### src/rtl/multicycle_ctrl.sv
// Multicycle LEGv8 control FSM sequencing a shared-ALU datapath; halts on illegal opcode or dmem timeout.
// Optional performance counters (cycle_cnt, instr_cnt) are enabled by defining MULTICYCLE_PERF_EN.
module multicycle_ctrl #(
  parameter int MAX_WAIT = 16
) (
  input  logic        clk,
  input  logic        reset,
  input  logic [10:0] Op,
  input  logic        Zero,
  input  logic        dmem_ready,
  output logic        PCWrite,
  output logic        PCSrc,
  output logic        IRWrite,
  output logic        Reg2Loc,
  output logic        ALUSrc,
  output logic        MemtoReg,
  output logic        RegWrite,
  output logic        MemRead,
  output logic        MemWrite,
  output logic [1:0]  ALUOp,
  output logic        halted,
  output logic [1:0]  err_code,
  output logic [3:0]  state_o
`ifdef MULTICYCLE_PERF_EN
  ,
  output logic [31:0] cycle_cnt,
  output logic [31:0] instr_cnt
`endif
);

  typedef enum logic [3:0] {
    S_FETCH  = 4'd0,
    S_DECODE = 4'd1,
    S_ADDR   = 4'd2,
    S_MEM_RD = 4'd3,
    S_WB_LD  = 4'd4,
    S_MEM_WR = 4'd5,
    S_EXEC_R = 4'd6,
    S_WB_R   = 4'd7,
    S_BRANCH = 4'd8,
    S_HALT   = 4'd9
  } state_t;

  localparam logic [10:0] OP_LDUR = 11'b111_1100_0010;
  localparam logic [10:0] OP_STUR = 11'b111_1100_0000;
  localparam logic [10:0] OP_ADD  = 11'b100_0101_1000;
  localparam logic [10:0] OP_SUB  = 11'b110_0101_1000;
  localparam logic [10:0] OP_AND  = 11'b100_0101_0000;
  localparam logic [10:0] OP_ORR  = 11'b101_0101_0000;

  // MAX_WAIT=0 disables the timeout; keep a 1-bit counter so widths stay legal.
  localparam int          CW         = (MAX_WAIT > 0) ? $clog2(MAX_WAIT + 1) : 1;
  localparam bit          TIMEOUT_EN = (MAX_WAIT > 0);
  localparam logic [CW-1:0] WAIT_LIM = CW'(MAX_WAIT);
  localparam logic [CW-1:0] WAIT_SAT = '1;

  state_t        state_q, state_d;
  logic [10:0]   op_q, op_d;
  logic [CW-1:0] wait_q, wait_d;
  logic [1:0]    err_q, err_d;

  logic is_mem, is_rtype, is_cbz, op_is_stur, at_limit;

  assign is_mem     = (Op == OP_LDUR) || (Op == OP_STUR);
  assign is_rtype   = (Op == OP_ADD) || (Op == OP_SUB) || (Op == OP_AND) || (Op == OP_ORR);
  assign is_cbz     = (Op[10:3] == 8'b1011_0100);
  assign op_is_stur = (op_q == OP_STUR);
  assign at_limit   = TIMEOUT_EN && (wait_q == WAIT_LIM);

  always_comb begin
    state_d  = state_q;
    op_d     = op_q;
    wait_d   = wait_q;
    err_d    = err_q;
    PCWrite  = 1'b0;
    PCSrc    = 1'b0;
    IRWrite  = 1'b0;
    Reg2Loc  = 1'b0;
    ALUSrc   = 1'b0;
    MemtoReg = 1'b0;
    RegWrite = 1'b0;
    MemRead  = 1'b0;
    MemWrite = 1'b0;
    ALUOp    = 2'b00;
    halted   = 1'b0;
    err_code = err_q;
    state_o  = state_q;

    case (state_q)
      S_FETCH: begin
        IRWrite = 1'b1;
        PCWrite = 1'b1;
        state_d = S_DECODE;
      end
      S_DECODE: begin
        op_d = Op;
        if (is_mem)        state_d = S_ADDR;
        else if (is_rtype) state_d = S_EXEC_R;
        else if (is_cbz)   state_d = S_BRANCH;
        else begin
          state_d = S_HALT;
          err_d   = 2'b01;
        end
      end
      S_ADDR: begin
        ALUSrc  = 1'b1;
        Reg2Loc = op_is_stur;
        wait_d  = '0;
        state_d = op_is_stur ? S_MEM_WR : S_MEM_RD;
      end
      S_MEM_RD, S_MEM_WR: begin
        MemRead  = (state_q == S_MEM_RD);
        MemWrite = (state_q == S_MEM_WR);
        Reg2Loc  = (state_q == S_MEM_WR);
        // Ready on the limit cycle still completes the access.
        if (dmem_ready) begin
          state_d = (state_q == S_MEM_RD) ? S_WB_LD : S_FETCH;
        end else if (at_limit) begin
          state_d = S_HALT;
          err_d   = 2'b10;
        end else if (wait_q != WAIT_SAT) begin
          wait_d = wait_q + 1'b1;
        end
      end
      S_WB_LD: begin
        RegWrite = 1'b1;
        MemtoReg = 1'b1;
        state_d  = S_FETCH;
      end
      S_EXEC_R: begin
        ALUOp   = 2'b10;
        state_d = S_WB_R;
      end
      S_WB_R: begin
        RegWrite = 1'b1;
        state_d  = S_FETCH;
      end
      S_BRANCH: begin
        Reg2Loc = 1'b1;
        ALUOp   = 2'b01;
        PCSrc   = 1'b1;
        PCWrite = Zero;
        state_d = S_FETCH;
      end
      S_HALT: begin
        halted = 1'b1;
      end
      default: state_d = S_FETCH;
    endcase

    if (reset) begin
      PCWrite  = 1'b0;
      PCSrc    = 1'b0;
      IRWrite  = 1'b0;
      Reg2Loc  = 1'b0;
      ALUSrc   = 1'b0;
      MemtoReg = 1'b0;
      RegWrite = 1'b0;
      MemRead  = 1'b0;
      MemWrite = 1'b0;
      ALUOp    = 2'b00;
      halted   = 1'b0;
      err_code = 2'b00;
      state_o  = 4'd0;
    end
  end

  always_ff @(posedge clk) begin
    if (reset) begin
      state_q <= S_FETCH;
      op_q    <= '0;
      wait_q  <= '0;
      err_q   <= 2'b00;
    end else begin
      state_q <= state_d;
      op_q    <= op_d;
      wait_q  <= wait_d;
      err_q   <= err_d;
    end
  end

`ifdef MULTICYCLE_PERF_EN
  logic [31:0] cycle_cnt_q, cycle_cnt_d;
  logic [31:0] instr_cnt_q, instr_cnt_d;
  logic        instr_done;

  assign instr_done = (state_d == S_FETCH) &&
                      ((state_q == S_WB_LD) || (state_q == S_MEM_WR) ||
                       (state_q == S_WB_R)  || (state_q == S_BRANCH));

  always_comb begin
    cycle_cnt_d = (state_q != S_HALT) ? cycle_cnt_q + 32'd1 : cycle_cnt_q;
    instr_cnt_d = instr_done ? instr_cnt_q + 32'd1 : instr_cnt_q;
  end

  always_ff @(posedge clk) begin
    if (reset) begin
      cycle_cnt_q <= '0;
      instr_cnt_q <= '0;
    end else begin
      cycle_cnt_q <= cycle_cnt_d;
      instr_cnt_q <= instr_cnt_d;
    end
  end

  assign cycle_cnt = reset ? 32'd0 : cycle_cnt_q;
  assign instr_cnt = reset ? 32'd0 : instr_cnt_q;
`endif

endmodule

### config.mk
export PLATFORM = sky130hd
export DESIGN_NAME = multicycle_ctrl
export DESIGN_NICKNAME = d
export VERILOG_FILES = /design/src/rtl/multicycle_ctrl.sv
export SDC_FILE = /design/constraint.sdc
export NUM_CORES = 1
export LEC_CHECK = 0
export ABC_AREA = 1
export CAP_MARGIN = 15
export CORE_ASPECT_RATIO = 1.4
export CORE_MARGIN = 2
export CORE_UTILIZATION = 54
export DETAILED_ROUTE_END_ITERATION = 12
export PLACE_DENSITY_LB_ADDON = 0.25
export SYNTH_ARGS = -nofsm -noshare
export SYNTH_HDL_FRONTEND = slang
export SYNTH_SLANG_ARGS = --single-unit
### constraint.sdc
create_clock -name clk -period 4.7 [get_ports clk]
set_input_delay 0.705 -clock clk [delete_from_list [all_inputs] [get_ports clk]]
set_output_delay 0.705 -clock clk [all_outputs]
set_load 0.005 [all_outputs]
Word-level counts from Yosys, hierarchy flattened. Cells that the tools add are included. W data, S select, Z words.

Input port bits: 15. Logic and storage cells: 87. Output and inout bits: 18. Bits in registers: 22.

Bitwise logic cells: 1. Add/sub/neg operators: 1. Mux-type cells: 42. Reductions and logical operators: 12. Eq/ne operators: 27.

Operators with widths (number): $eq A11 B11 Y1 const B (7); $pmux W4 S6 (1); $mux W4 (5); $mux W1 (19); $eq A4 B3 Y1 const B (4); $mux W5 (3); $mux W2 (7); $ne A2 B2 Y1 const B (7); $pmux W5 S2 (1); $eq A4 B2 Y1 const B (2); $eq A4 B4 Y1 const B (2); $eq A8 B8 Y1 const B (1); $pmux W2 S2 (2); $mux W3 (2); $reduce_and A6 Y1 (1); $add A5 B1 Y5 const B (1); $eq A5 B5 Y1 const B (1); $ne A5 B5 Y1 const B (1); $eq A4 B1 Y1 const B (1); $logic_not A4 Y1 (1); $logic_or A1 B1 Y1 (4); $reduce_and A4 Y1 (1); $reduce_bool A2 Y1 (2); $reduce_or A2 Y1 (2); 5 further kinds (5).

Depth between registers and ports, before layout. Gate-level depths: netlist (run 1).

Depth in word-level cells: 7. Mapped depth: 11. Depth with buffers taken out: 11.

Worst setup path before layout (run 1). OpenSTA, ideal clock, no wires.

Kind: in2out. Start point: input reset. End point: output Reg2Loc. Stages on the path: 3. Setup slack: 2.779 ns. Arrival: 1.216 ns. Cell sequence: inv_1 -> clkbuf_1 -> o31a_1.

Longest elaborated chain between the ends: 1.

Ends and longest elaborated chain: start, declared (RTL line 7) `input logic reset,`; $mux W1 (RTL line 151) `if (reset) begin`; end, declared (RTL line 14) `output logic Reg2Loc,`.

Every way passes these cells.

Worst setup path after layout (run 1).
Start point: input reset. End point: output RegWrite.

Longest elaborated chain between the ends: 1.

Ends and longest elaborated chain: $mux W1 (RTL line 151); end, declared (RTL line 17) `output logic RegWrite,`.

Every way passes these cells.

==> flow_summary_export.csv, run 1 <==
group,metric,value,unit
yosys,yosys.area_share.simple,41.2,%
routing,wl_met2,1660,um
timing,worstMarginPinSlew,0.616,ns
routing,dr_wl_met3,146,um
pwr,peakVddDrop,0.000180,V
timing,clock_skew,0.00882,ns
final_layout,layout.nets,277,
routing,num_vias,1480,
final_layout,syn_to_final_growth,27.3,%
clock_network,clkTransAtPathRegs,0.13,ns
routing,drt-total-wl,3220,um
routing,routedWlPerCell,11.0,um
final_layout,final_cells,294,
yosys,synth_top_family_by_area,"simple AND/OR/NAND/NOR gates",
yosys,synthFlopType,"dfxtp_1",
timing,drv_slew,0,
global_routing,grt_pass1_wl,5550,um
global_routing,grt_pass1_vias,1386,
setup_path,required,3.99,ns
outcome,status,"completed",
yosys,syn_area,1450,um2
setup_path,cpMaxStageDelayCell,"clkdlybuf4s50_1",
clock_network,post_cts.repair.setup_buffers,0,
yosys,yosys.area_share.xor_xnor,1.21,%
yosys,async_flop_share,0,%
worst_hold_path,hp-class,"flip-flop to flip-flop",
die,die_x,47.8,um
yosys,synth-compound-area-share,14.0,%
pwr,power.total,479,uW
timing,fin_crit_sh,67.2,%
yosys,synth_fp_nets,244,
routing,dr.pass1.iters,4,
routing,wl_met1,1340,um
setup_path,worstPathCellList,"clkdlybuf4s50_1 -> buf_4 -> inv_1 -> nand2_1 -> nor2_1 -> clkdlybuf4s50_1",
yosys,synth.area.mux_share,0,%
yosys,netlist.area_leader.share,30.4,%
final_layout,fillers,253,
global_routing,grt_max_degree,24,
yosys,syn_inst,226,
clock_network,cts_buffers,3,
routing,top_layer,"met4",
timing,fin_setup_tns,0,ns
routing,drcViolationCount,0,
clock_network,cts_resized,0,
final_layout,drive_gt1_share,10.9,%
clock_network,cts_sinks,22,
routing,vias_per_cell,5.03,
clock_network,cts_tree,"done",
setup_path,cp_slowest_stage_delay,0.51,ns
placement,io_buffers,32,
clock_network,clock_latency,0.31,ns
yosys,synth_edf_count,0,
timing,max_freq,317,MHz
global_routing,antenna_found_initial,0,
yosys,synth-seq-cells,22,
timing,hold_violations,0,
clock_network,htreeDepth,1,
yosys,ys_warn_count,0,
yosys,synth_seq_area_share,30.4,%
yosys,synth_most_common_cell,"nand2_1",
routing,antenna_left,0,
yosys,yosysTopAreaCell,"dfxtp_1",
timing,rsz0062_at_grt,"no",
pwr,p_per_area,260,nW/um2
job,drv_cap,0,
setup_path,endpoint_kind,"primary output",
final_layout,utilization,71.3,%
yosys,synth_common_cells,"nand2_1, nor2_1, inv_1, dfxtp_1",
placement,gp_congestion,0.884,
timing,relSlewSlack,58.6,%
yosys,synth.distinct_cells,30,
timing,setup_viol,0,
setup_path,worstSetupPathType,"input pin to primary output",
die,die-area,3120,um2
global_routing,track_usage,23.3,%
placement,dp_cells,290,
die,initial_core_util,56.0,%
setup_path,crit_top_cell,"clkdlybuf4s50_1",
setup_path,crit_fanout,23,
timing,finalCriticalPeriod,3.16,ns
die,row_count,22,
setup_path,arrival,2.45,ns
placement,hpwl,2630,um
global_routing,gr-total-overflow,0,
die,ios,33,
yosys,ys_top_cells_by_area,"dfxtp_1, nand2_1, nor2_1",
pwr,p_leak,0.000781,uW
routing,drt_iter0_drc,39,
clock_network,ctsHoldBuffers,0,
final_layout,antenna_cells,0,
die,die_y,65.3,um
clock_network,cts_buffer_depth,2,
clock_network,cts_root_buffer,"clkbuf_4",
yosys,synthAdderAreaFrac,2.59,%
yosys,syn_avg_cell_area,6.42,um2
die,core_area,2590,um2
setup_path,crit_path_start_kind,"input pin",
==> kinds of logic (layout without fill, tap and decap cells) <==
kind of cell	after synthesis	in the layout
AOI/OAI and AO/OA	36	36
xor gates and xnor gates	2	2
adders and majority gates	3	3
DFF	22	22
buffers and inverters	38	70
and+or+nand+nor	125	125
==> placed cells by master (no fill, tap or decap), drive strengths merged, types with 2 or more instances in the layout <==
| cell type | instances |
|---|---|
| a21oi | 17 |
| nor2 | 45 |
| nand3 | 14 |
| o21ai | 16 |
| clkbuf | 3 |
| nand2 | 54 |
| dfxtp | 22 |
| clkdlybuf4s50 | 32 |
| ha | 3 |
| inv | 32 |
| nor4 | 2 |
| xor2 | 2 |
| nor3 | 8 |
==> critical path: cells and delay by family <==
family | cells | cell delay, ns
simple gates | 2 | 0.29
buf+inv | 4 | 1.45
==> through the flow <==
step	worst slack, ns	instance area [um2]	hold slack [ns]
2_1_floorplan	2.78	1450	0.439
3_3_place_gp	1.56	1790	0.447
3_5_place_dp	1.54	1790	0.456
4_1_cts	1.54	1850	0.475
5_1_grt	1.38	1850	0.507
6_report	1.54	1850	0.473
==> state kept, by name (all words and copies together) (netlist names) <==
signal and count:
op_q 11, err_q 2, state_q 4, wait_q 5
==> per-layer routing <==
layer,track usage [%],vias to the layer above
met3,3.02,8
met2,39.7,45
met1,28.5,641
met4,8.45,0
li1,-,786
met5,0,-
==> power by group <==
group	switching, uW	internal (uW)	leakage [uW]
combinational	66.9	49.3	0.000573
sequential	12.2	207	0.000180
clock	58.3	86.2	0.0000279
total	137	342	0.000781
==> path summary, 6_finish.rpt <==
path,startpoint,end,slack [ns],cells after the start
worst max-delay path,reset,RegWrite,1.54,6
worst min-delay path,err_q[1]$_SDFFE_PP0P_,err_q[1]$_SDFFE_PP0P_,0.47,2
worst max register to register,wait_q[0]$_SDFFE_PP0P_,wait_q[2]$_SDFFE_PP0P_,2.94,9
worst min register to register,err_q[1]$_SDFFE_PP0P_,err_q[1]$_SDFFE_PP0P_,0.47,2
==> layout make-up <==
| class | count | area [um2] | share of cell area [%] |
|---|---|---|---|
| Sequential cell | 22 | 440 | 23.9 |
| Multi-Input combinational cell | 166 | 855 | 46.3 |
| Timing Repair Buffer | 33 | 328 | 17.8 |
| Clock buffer | 3 | 22.5 | 1.22 |
| Tap cell | 36 | 45.0 | 2.44 |
| Inverter | 33 | 125 | 6.78 |
| Clock inverter | 1 | 30.0 | 1.63 |
Note: power is estimated with default switching activity, not from simulation.
==> run 2: changes to the inputs <==
--- a/config.mk
+++ b/config.mk
@@ -9,7 +9,7 @@
 export CAP_MARGIN = 15
 export CORE_ASPECT_RATIO = 1.4
 export CORE_MARGIN = 2
-export CORE_UTILIZATION = 54
+export CORE_UTILIZATION = 50
 export DETAILED_ROUTE_END_ITERATION = 12
 export PLACE_DENSITY_LB_ADDON = 0.25
 export SYNTH_ARGS = -nofsm -noshare
==> constraint.sdc (replaced) <==
create_clock -name clk -period 3.2 [get_ports clk]
set_input_delay 0.48 -clock clk [delete_from_list [all_inputs] [get_ports clk]]
set_output_delay 0.48 -clock clk [all_outputs]
set_load 0.005 [all_outputs]
==> run 2 against run 1 <==
  * Clock-buffer cell count is the same
  * Register-to-register slack worse by 1.5 ns
  * Clock power is 82% higher
  * First-iteration DRC count decreased by 18%
  * Setup slack lost 0.82 ns
==> flow_summary_export.csv, run 2 (synthesis gave the netlist of run 1 again) <==
group,metric,value,unit
pwr,p_per_area,405,nW/um2
routing,drt_iter0_drc,32,
placement,place_ws,0.720,ns
routing,antenna_left,0,
clock_network,cts_buffer_depth,2,
final_layout,layout.nets,278,
clock_network,post_cts.repair.setup_buffers,0,
final_layout,mostFrequentLayoutCell,"nand2_1",
routing,drcViolationCount,0,
placement,hpwl,2720,um
global_routing,track_usage,22.1,%
die,die-area,3350,um2
placement,dp_cells,292,
worst_hold_path,hp-class,"flip-flop to flip-flop",
clock_network,htreeDepth,1,
clock_network,ctsHoldBuffers,0,
pwr,peakVddDrop,0.000271,V
routing,dr.pass1.iters,5,
timing,worstMarginPinSlew,0.533,ns
setup_path,arrival,2.00,ns
clock_network,cts_resized,0,
timing,finalWorstSetupSlack,0.724,ns
routing,routedWlPerCell,11.5,um
pwr,power.switching,215,uW
final_layout,final_cells,296,
clock_network,cts_root_buffer,"clkbuf_8",
timing,hold_violations,0,
die,die_x,49.5,um
final_layout,largest_reg_flops,11,
global_routing,antenna_found_initial,0,
placement,io_buffers,32,
outcome,status,"completed",
final_layout,regMostFlops,"op_q",
routing,drt-total-wl,3410,um
pwr,seq_power_share,42.2,%
timing,clock_skew,0.00331,ns
global_routing,gr-total-overflow,0,
pwr,internal_power,544,uW
global_routing,grt_pass1_wl,5660,um
timing,fin_setup_tns,0,ns
setup_path,required,2.72,ns
die,ios,33,
setup_path,crit_path_start_kind,"input pin",
routing,vias_per_cell,5.10,
die,row_count,23,
clock_network,clkTransAtPathRegs,0.08,ns
routing,num_vias,1509,
die,core_area,2820,um2
final_layout,top_regs,"op_q x11, wait_q x5, state_q x4",
job,drv_cap,0,
setup_path,crit_fanout,12,
timing,max_freq,404,MHz
clock_network,cts_sinks,22,
pwr,power_frac_comb,23.0,%
global_routing,grt_max_degree,23,
final_layout,antenna_cells,0,
timing,relSlewSlack,64.2,%
timing,setup_viol,0,
final_layout,syn_to_final_growth,29.2,%
final_layout,final_cell_mix,"nand2_1, nor2_1, clkdlybuf4s50_1",
clock_network,cts_buffers,3,
timing,fin_crit_sh,77.4,%
setup_path,endpoint_kind,"primary output",
timing,timing.hold.ws,0.474,ns
timing,rsz0062_at_grt,"no",
clock_network,cts_tree,"done",
die,die_y,67.7,um
pwr,clkPwrFrac,34.8,%
final_layout,drive_gt1_share,11.2,%
clock_network,clock_latency,0.27,ns
setup_path,worstSetupPathType,"input pin to primary output",
placement,gp_congestion,0.890,
pwr,p_leak,0.000794,uW
timing,finalCriticalPeriod,2.48,ns
timing,drv_slew,0,
die,initial_core_util,51.4,%
pwr,swShare,28.3,%
global_routing,grt_pass1_vias,1344,
[run 2: cell count changes in the layout (fill, tap and decap cells not counted)]
cell / previous run / this run
buf_4: 1 / 2
clkbuf_4: 3 / 0
clkbuf_8: 0 / 3
[run 2: critical path, stage by stage]
cell and delay, ns:
clkdlybuf4s50_1 0.60, inv_1 0.19, nand2_1 0.10, nor2_1 0.12, clkdlybuf4s50_1 0.50
[run 2: cell type report]
type | instances | area (um2)
Inverter | 33 | 125
Clock buffer | 3 | 41.3
Tap cell | 37 | 46.3
Multi-Input combinational cell | 166 | 855
Clock inverter | 1 | 30.0
Timing Repair Buffer | 34 | 335
Fill cell | 274 | 947
Sequential cell | 22 | 440
[run 2: path summary, 6_finish.rpt]
| check | from | to | slack [ns] | cells past startpoint |
|---|---|---|---|---|
| min reg2reg | err_q[1]$_SDFFE_PP0P_ | err_q[1]$_SDFFE_PP0P_ | 0.47 | 2 |
| max reg2reg | state_q[2]$_SDFFE_PP0P_ | err_q[0]$_SDFFE_PP0P_ | 1.49 | 7 |
| max | reset | RegWrite | 0.72 | 5 |
| min | err_q[1]$_SDFFE_PP0P_ | err_q[1]$_SDFFE_PP0P_ | 0.47 | 2 |
[run 2: per-layer routing]
layer  up-vias  track usage (%)  part of all wire, %
met4         0             11.8                  2.8
li1        781                -                    -
met5         -                0                    0
met3        11             2.88                  3.8
met2        48             41.2                   52
met1       669             24.5                   42
[run 2: power groups by stage]
stage          Clock (uW)  Sequential [uW]  Combinational (uW)
3_5_place_dp            0              326                 174
3_3_place_gp            0              325                 172
5_1_grt               277              323                 196
4_1_cts               268              320                 175
6_report              264              320                 175
2_1_floorplan           0              323                 116
[run 2: stage by stage]
| stage | cell area, um2 | utilization (%) | power (uW) |
|---|---|---|---|
| 6_report | 1870 | 66.4 | 759 |
| 5_1_grt | 1870 | 66.4 | 796 |
| 4_1_cts | 1870 | 66.4 | 763 |
| 3_5_place_dp | 1800 | 63.9 | 500 |
| 3_3_place_gp | 1800 | 63.9 | 498 |
| 2_1_floorplan | 1450 | - | 439 |
==> run 3: changes to the inputs <==
==> constraint.sdc (replaced) <==
create_clock -name clk -period 2.46 [get_ports clk]
set_input_delay 0.369 -clock clk [delete_from_list [all_inputs] [get_ports clk]]
set_output_delay 0.369 -clock clk [all_outputs]
set_load 0.005 [all_outputs]
==> run 3 against run 2 <==
  * Clock skew decreased by 0.0016 ns
  * Clock-buffer cell count unchanged
  * Die area unchanged
  * Global-route usage about the same
  * Flip-flop and latch count unchanged
  * Register-to-register slack got worse by 0.80 ns
  * Via count decreased by 1.9%
  * Clock power increased by 29%
  * Wire length decreased by 0.56%
  * Non-clock buffer count unchanged
  * Final cell count unchanged
  * First-iteration DRC count increased by 16%
  * Critical endpoint is now Reg2Loc
  * Largest power group unchanged
==> flow_summary_export.csv, run 3 (synthesis gave the netlist of run 1 again) <==
group,metric,value,unit
final_layout,syn_to_final_growth,30.0,%
final_layout,drive_gt1_share,12.4,%
routing,drt_iter0_drc,37,
pwr,peakVddDrop,0.000370,V
setup_path,reg2reg_from,"state_q[0]$_SDFFE_PP0P_",
final_layout,mostFrequentLayoutCell,"nand2_1",
final_layout,final_cells,296,
global_routing,gr-total-overflow,0,
routing,dr.pass1.iters,4,
outcome,status,"completed",
timing,max_freq,424,MHz
final_layout,top_regs,"op_q x11, wait_q x5, state_q x4",
clock_network,cts_tree,"done",
placement,dp_cells,292,
final_layout,utilization,66.9,%
clock_network,post_cts.repair.setup_buffers,0,
timing,hold_violations,0,
global_routing,antenna_found_initial,0,
timing,fin_setup_tns,0,ns
timing,finalWorstSetupSlack,0.0999,ns
setup_path,endpoint_kind,"primary output",
routing,routedWlPerCell,11.4,um
timing,relSlewSlack,63.6,%
final_layout,regMostFlops,"op_q",
worst_hold_path,hp-class,"flip-flop to flip-flop",
clock_network,htreeDepth,1,
clock_network,clkTransAtPathRegs,0.08,ns
timing,fin_crit_sh,95.9,%
die,initial_core_util,51.4,%
die,core_area,2820,um2
routing,drt-total-wl,3390,um
placement,place_ws,0.233,ns
routing,antenna_left,0,
placement,hpwl,2630,um
timing,drv_slew,0,
global_routing,grt_pass1_wl,5770,um
die,ios,33,
setup_path,arrival,1.99,ns
setup_path,required,2.09,ns
routing,drcViolationCount,0,
setup_path,crit_start,"op_q[10]$_SDFFE_PP0P_",
timing,worstMarginPinSlew,0.542,ns
clock_network,cts_buffer_depth,2,
timing,setup_viol,0,
job,drv_cap,0,
timing,finalCriticalPeriod,2.36,ns
placement,gp_congestion,0.939,
routing,vias_per_cell,5.00,
timing,clock_skew,0.00167,ns
die,die-area,3350,um2
final_layout,finalInstanceArea,1890,um2
global_routing,grt_max_degree,23,
clock_network,cts_sinks,22,
final_layout,fillers,286,
final_layout,antenna_cells,0,
placement,place_area,1800,um2
final_layout,regArea,440,um2
routing,num_vias,1480,
die,die_x,49.5,um
placement,io_buffers,32,
die,die_y,67.7,um
worst_hold_path,hp-start,"err_q[0]$_SDFFE_PP0P_",
final_layout,largest_reg_flops,11,
final_layout,multi_input_area,867,um2
setup_path,worstSetupPathType,"flip-flop to primary output",
final_layout,final_cell_mix,"nand2_1, nor2_1, clkdlybuf4s50_1",
pwr,p_leak,0.000795,uW
setup_path,crit_fanout,2,
setup_path,crit_path_start_kind,"flip-flop",
clock_network,cts_root_buffer,"clkbuf_8",
global_routing,grt_pass1_vias,1419,
die,row_count,23,
global_routing,track_usage,22.2,%
clock_network,cts_buffers,3,
final_layout,layout.nets,278,
clock_network,clock_latency,0.26,ns
pwr,p_per_area,525,nW/um2
==> run 3: cell counts in the layout (fill, tap and decap cells not counted) <==
Identical to the previous run, type by type.
==> run 3: path summary, 6_finish.rpt <==
check / endpoint / cells past startpoint / slack [ns]
max: Reg2Loc / 6 / 0.1
min: err_q[0]$_SDFFE_PP0P_ / 2 / 0.46
max reg2reg: err_q[0]$_SDFFE_PP0P_ / 8 / 0.69
min reg2reg: err_q[0]$_SDFFE_PP0P_ / 2 / 0.46
==> run 3: what timing repair did <==
item | in CTS | in global routing
setup endpoints to repair | 0 | 3
resized for setup | 0 | 3
hold endpoints to repair | 0 | 0
hold buffers | 0 | 0
==> run 3: metal layers <==
metal,part of all wire (%),global-route usage (%),vias up
li1,-,-,790
met1,43,23.1,649
met2,52,43.9,33
met3,2.9,2.43,8
met4,2.1,10.8,0
met5,0,0,-
==> run 3: power breakdown <==
part / internal, uW / switching, uW
registers: 394 / 23.4
clock network: 217 / 123
logic: 96.5 / 135
total: 708 / 282
==> run 3: final cells by class <==
cell class	instances	area share, %
multi-input combinational	166	46.0
sequential	22	23.4
timing repair buffer	34	17.8
inverter	33	6.64
tap	37	2.46
clock buffer	3	2.19
clock inverter	1	1.59
==> run 3: critical path, stage by stage (launching register included) <==
cell and delay (ns):
dfxtp_1 0.37, inv_1 0.05, nor3_1 0.28, nand3_1 0.19, nor2_1 0.20, o31a_1 0.14, clkdlybuf4s50_1 0.50
==> run 3: stage by stage <==
step / hold slack (ns) / total power (uW)
2_1_floorplan: 0.439 / 571
5_1_grt: 0.510 / 1040
6_report: 0.462 / 990
3_3_place_gp: 0.449 / 646
4_1_cts: 0.464 / 989
3_5_place_dp: 0.451 / 649
